===== src/rtl/turn_signal_conditioner_if.sv =====
// Turn-switch conditioner bus: raw switch inputs in, arbitrated enables and blocked pulse out.
interface turn_signal_conditioner_if;
  logic btnLeft;
  logic btnRight;
  logic eLeft;
  logic eRight;
  logic blocked;

  modport master (output btnLeft, output btnRight, input eLeft, input eRight, input blocked);
  modport slave  (input btnLeft, input btnRight, output eLeft, output eRight, output blocked);
endinterface


===== src/rtl/turn_signal_conditioner.sv =====
// Synchronises, debounces and arbitrates the raw turn switches into one-hot
// registered enables for the tail-light sequencer.
module turn_signal_conditioner #(
  parameter int unsigned DIV      = 4,
  parameter int unsigned DEBOUNCE = 3
) (
  input  logic                      clk,
  input  logic                      reset,
  turn_signal_conditioner_if.slave  bus
);

  localparam int unsigned PW = (DIV > 1) ? $clog2(DIV) : 1;
  localparam int unsigned CW = (DEBOUNCE > 1) ? $clog2(DEBOUNCE) : 1;

  localparam logic [1:0] S_NONE  = 2'b00;
  localparam logic [1:0] S_LEFT  = 2'b01;
  localparam logic [1:0] S_RIGHT = 2'b10;

  logic [1:0] r_sync_l;
  logic [1:0] r_sync_r;
  logic [1:0] w_s2;
  logic [1:0] w_deb;
  logic [1:0] w_rise;
  logic       w_tick;

  logic [1:0] r_state;
  logic [1:0] w_state_nxt;
  logic       w_blocked_nxt;
  logic       r_e_left;
  logic       r_e_right;
  logic       r_blocked;

  // Two-flop synchronisers; only the second stage is used downstream.
  always_ff @(posedge clk or negedge reset) begin
    if (!reset) begin
      r_sync_l <= 2'b00;
      r_sync_r <= 2'b00;
    end else begin
      r_sync_l <= {r_sync_l[0], bus.btnLeft};
      r_sync_r <= {r_sync_r[0], bus.btnRight};
    end
  end

  assign w_s2 = {r_sync_r[1], r_sync_l[1]};

  if (DIV > 1) begin : g_pre
    logic [PW-1:0] r_pre;

    always_ff @(posedge clk or negedge reset) begin
      if (!reset) begin
        r_pre <= '0;
      end else if (r_pre == PW'(DIV - 1)) begin
        r_pre <= '0;
      end else begin
        r_pre <= r_pre + PW'(1);
      end
    end

    assign w_tick = (r_pre == PW'(DIV - 1));
  end else begin : g_nopre
    assign w_tick = 1'b1;
  end

  // Index 0 is the left side, index 1 the right side.
  for (genvar i = 0; i < 2; i++) begin : g_deb
    logic [CW-1:0] r_cnt;
    logic [CW-1:0] w_cnt_nxt;
    logic          r_deb;
    logic          w_deb_nxt;

    always_comb begin
      w_cnt_nxt = r_cnt;
      w_deb_nxt = r_deb;
      if (w_tick) begin
        if (w_s2[i] == r_deb) begin
          w_cnt_nxt = '0;
        end else if (r_cnt == CW'(DEBOUNCE - 1)) begin
          w_deb_nxt = w_s2[i];
          w_cnt_nxt = '0;
        end else begin
          w_cnt_nxt = r_cnt + CW'(1);
        end
      end
    end

    always_ff @(posedge clk or negedge reset) begin
      if (!reset) begin
        r_cnt <= '0;
        r_deb <= 1'b0;
      end else begin
        r_cnt <= w_cnt_nxt;
        r_deb <= w_deb_nxt;
      end
    end

    assign w_deb[i]  = r_deb;
    assign w_rise[i] = w_deb_nxt & ~r_deb;
  end

  // Ownership: first debounced request wins, left on a tie; always back through NONE.
  always_comb begin
    w_state_nxt   = r_state;
    w_blocked_nxt = 1'b0;
    case (r_state)
      S_NONE: begin
        if (w_deb[0]) begin
          w_state_nxt = S_LEFT;
        end else if (w_deb[1]) begin
          w_state_nxt = S_RIGHT;
        end
      end
      S_LEFT: begin
        if (!w_deb[0]) begin
          w_state_nxt = S_NONE;
        end
        w_blocked_nxt = w_rise[1];
      end
      S_RIGHT: begin
        if (!w_deb[1]) begin
          w_state_nxt = S_NONE;
        end
        w_blocked_nxt = w_rise[0];
      end
      default: begin
        w_state_nxt = S_NONE;
      end
    endcase
  end

  always_ff @(posedge clk or negedge reset) begin
    if (!reset) begin
      r_state   <= S_NONE;
      r_e_left  <= 1'b0;
      r_e_right <= 1'b0;
      r_blocked <= 1'b0;
    end else begin
      r_state   <= w_state_nxt;
      r_e_left  <= (w_state_nxt == S_LEFT);
      r_e_right <= (w_state_nxt == S_RIGHT);
      r_blocked <= w_blocked_nxt;
    end
  end

  assign bus.eLeft   = r_e_left;
  assign bus.eRight  = r_e_right;
  assign bus.blocked = r_blocked;

endmodule


===== src/flat_wrapper.sv =====
// flat-port wrapper written by rule: the top's interface ports become plain ports
module turn_signal_conditioner_flat 
#(
  parameter int unsigned DIV      = 4,
  parameter int unsigned DEBOUNCE = 3
)
  (clk, reset, bus_btnLeft, bus_btnRight, bus_eLeft, bus_eRight, bus_blocked);
  turn_signal_conditioner_if bus_i ();
  input  logic clk;
  input  logic reset;
  input wire logic [$bits(bus_i.btnLeft)-1:0] bus_btnLeft;
  input wire logic [$bits(bus_i.btnRight)-1:0] bus_btnRight;
  output wire logic [$bits(bus_i.eLeft)-1:0] bus_eLeft;
  output wire logic [$bits(bus_i.eRight)-1:0] bus_eRight;
  output wire logic [$bits(bus_i.blocked)-1:0] bus_blocked;
  assign bus_i.btnLeft = bus_btnLeft;
  assign bus_i.btnRight = bus_btnRight;
  assign bus_eLeft = bus_i.eLeft;
  assign bus_eRight = bus_i.eRight;
  assign bus_blocked = bus_i.blocked;
  turn_signal_conditioner #(.DIV(DIV), .DEBOUNCE(DEBOUNCE)) u_core (.clk(clk), .reset(reset), .bus(bus_i));
endmodule

===== config.mk =====
export PLATFORM = sky130hd
export DESIGN_NAME = turn_signal_conditioner_flat
export DESIGN_NICKNAME = d
export VERILOG_FILES = /design/src/rtl/turn_signal_conditioner_if.sv /design/src/rtl/turn_signal_conditioner.sv /design/src/flat_wrapper.sv
export SDC_FILE = /design/constraint.sdc
export NUM_CORES = 1
export LEC_CHECK = 0
export CORE_MARGIN = 5
export CORE_UTILIZATION = 41
export CTS_CLUSTER_DIAMETER = 200
export DETAILED_ROUTE_END_ITERATION = 10
export GPL_TIMING_DRIVEN = 0
export MAX_ROUTING_LAYER = met4
export PLACE_DENSITY = 0.69
export SLEW_MARGIN = 15
export SYNTH_ARGS = -nofsm -noshare
export SYNTH_HDL_FRONTEND = slang
export SYNTH_SLANG_ARGS = --single-unit

===== constraint.sdc =====
create_clock -name clk -period 1.9 [get_ports clk]
set_clock_uncertainty 0.2 [all_clocks]
set_input_delay 0.285 -clock clk [delete_from_list [all_inputs] [get_ports clk]]
set_output_delay 0.285 -clock clk [all_outputs]
set_load 0.05 [all_outputs]

==> impl_metrics.ini <==
[yosys]
synth_top_cell_by_area = dfrtp_1
netlist_area_sq_um = 744
yosysSeqAreaShare_pct = 57.1
synth-seq-cells = 17
synth_fp_nets = 69
synth_common_cells = 17 x dfrtp_1, 6 x inv_1, 5 x ha_1
yosysTopAreaCellShare_pct = 57.1
synth_edf_count = 0
avgSynthCellArea_sq_um = 12.4
async_flop_share_pct = 100
ys.flop_type = dfrtp_1
synth.area.top_cells = dfrtp_1 57%, ha_1 8.4%, inv_1 3.0%, mux2_2 3.0%, a22oi_4 2.9%
synthCells = 60
yosysWarnings = 0
synth_most_common_cell = dfrtp_1
synth_cell_types = 23

[critical_path]
crit_arrival_ns = 1.71
startpoint_type = flip-flop
crit_required_ns = 1.91
crit_type = reg2reg
rr_worst_depth = 5
cpPeakStageDelay_ns = 0.47
endpoint_kind = flip-flop
path_cells = inv_1, ha_1, mux2_4, a22oi_4, nor3b_2
critPathMaxFanout = 5
crit_slowest_cell = dfrtp_1

[drt]
viasPerCell = 4.83
routedWlPerCell_um = 11.4
routed_wl_um = 1080
firstDrtPassIters = 3
drtIter0Drc = 6
postRouteAntennaNets = 0
drc = 0
num_vias = 459

[sta]
tns_ns = 0
grt_setup_unrepaired = no
maxSlewViolCount = 0
maxSlewHeadroom_pct = 50.9
finalCriticalPeriod_ns = 1.70
worstMarginPinSlew_ns = 0.735
max_freq_mhz = 590
hold_violations = 0
finalSetupViolations = 0
fin_crit_sh_pct = 89.2

[clock_network]
cts_made_buffers = 3
htreeDepth = 1
clk_pin_slew_ns = 0.09
holdBufCountCts = 0
clk_path_buf_depth = 2
clock-root-buffer = clkbuf_4
cts.sinks = 17
cts_tree = done
insertion_delay_ns = 0.28

[layout]
multi_input_area_sq_um = 292
fill_cells = 164
seq_area_sq_um = 425
final_area_sq_um = 862
syn2layout_area_growth_pct = 15.8
antenna_cells = 0
layout.nets = 80
drive_above_1_share_pct = 12.9

[global_route]
grt_usage_pct = 9.76
antenna_found_initial = 0
grt_pass1_wl_um = 1920
grt_max_degree = 18
grt_overflow = 0
grt_pass1_vias = 458

[die]
die_area_sq_um = 2770
dieHeight_um = 52.6
fp.dieW_um = 52.6
rows = 15
start_util_pct = 43.1
core_area_sq_um = 1730
io_pins = 7

[pwr]
ir_drop_uv = 814
powerDensity_nw_per_um2 = 1320
p_leak_uw = 0.000437
power.total_uw = 1140

[placement]
io_buffer_count = 6
dp_hpwl_um = 792
placed_area_sq_um = 836
gp_congestion = 0.712

[run]
maxCapViolations = 0

[status]
outcome = finished clean

[min_path]
whs_path_depth = 0
min_path_type = reg2reg
[cells by family (layout without fill, tap and decap cells)]
logic type,Yosys count,in the layout,synth area share [%]
buffers and inverters,7,17,3.70
muxes,4,4,6.39
and+or+nand+nor,17,17,12.4
xor gates and xnor gates,2,2,2.35
adders and majority gates,5,5,8.40
AOI/OAI and AO/OA,8,8,9.58
DFF,17,17,57.1
[routing by layer]
metal  track usage (%)  vias to the layer above  share of wire [%]
met5                 -                        -                  0
met3              1.71                        2                2.8
met1              12.3                      228                 49
met2              14.3                        6                 47
met4              6.38                        0                1.4
li1                  -                      223                  -
[flip-flops by register name, indices dropped and copies added, names as in the netlist]
register,cells
u_core.bus.eRight,1
u_core.g_deb.r_deb,2
u_core.r_sync_r,2
u_core.r_state,2
u_core.r_sync_l,2
u_core.bus.eLeft,1
u_core.g_deb.r_cnt,4
u_core.bus.blocked,1
u_core.g_pre.r_pre,2
[critical path, delay by kind of cell (launching register included)]
kind | cells | cell delay (ns)
adders and majority gates | 1 | 0.23
buffers and inverters | 1 | 0.10
muxes | 1 | 0.29
DFF | 1 | 0.47
and+or+nand+nor | 1 | 0.19
AOI/OAI and AO/OA | 1 | 0.15
[per-stage QoR]
stage | instances | util [%] | worst slack [ns] | hold WS (ns)
floorplan | 60 | - | 0.343 | -0.211
global placement | 91 | 48.4 | 0.229 | 0.138
detailed placement | 91 | 48.4 | 0.205 | 0.136
CTS | 95 | 49.8 | 0.00128 | 0.160
global route | 95 | 49.9 | 0.0315 | 0.167
finish | 95 | 49.9 | 0.205 | 0.161
[cell type report]
| cell class | instances | share of cell area, % |
|---|---|---|
| multi-input cells | 36 | 33.8 |
| inverters | 6 | 2.61 |
| flip-flops and latches | 17 | 49.3 |
| plain buffers | 1 | 0.581 |
| clock buffers | 4 | 3.05 |
| well taps | 25 | 3.63 |
| repair buffers | 6 | 6.97 |
[final timing paths]
check	start	endpoint	slack (ns)
min in group asynchronous	reset	u_core.r_state[1]	0.23
max	u_core.r_state[0]	u_core.bus.eRight	0.20
min reg2reg	u_core.r_sync_l[0]	u_core.r_sync_l[1]	0.16
min	u_core.r_sync_l[0]	u_core.r_sync_l[1]	0.16
max in group asynchronous	reset	u_core.g_deb[1].r_cnt[0]	0.81
max reg2reg	u_core.r_state[0]	u_core.bus.eRight	0.20
[placed cells by master, fill, tap and decap left out]
cell              n
nor3b_2           1
xor2_1            2
dfrtp_1          17
nand2_1           4
mux2_2            2
o21a_1            1
nand3b_1          2
o21ai_1           1
clkbuf_4          3
nand2b_1          2
a22oi_1           1
mux2_4            1
nor3_1            2
o32a_1            1
nor2_1            4
inv_1             6
buf_2             1
dlymetal6s2s_1    1
a21o_1            1
clkbuf_1          1
ha_1              5
nor3b_1           1
clkdlybuf4s50_1   3
mux2i_1           1
dlygate4sd2_1     2
o22ai_1           2
nand3_1           1
a22oi_4           1
[power by group]
part	internal, uW	total, uW	switching [uW]
logic	199	408	210
clock network	81.5	188	107
registers	450	540	90.6
total	730	1140	407
[timing repair]
item / 4_1_cts / 5_1_grt
buffers inserted: 0 / 0
resized for setup: 2 / 1
cloned: 0 / 0
endpoints found under the setup margin: 2 / 1
Note: power is estimated with default switching activity, not from simulation.
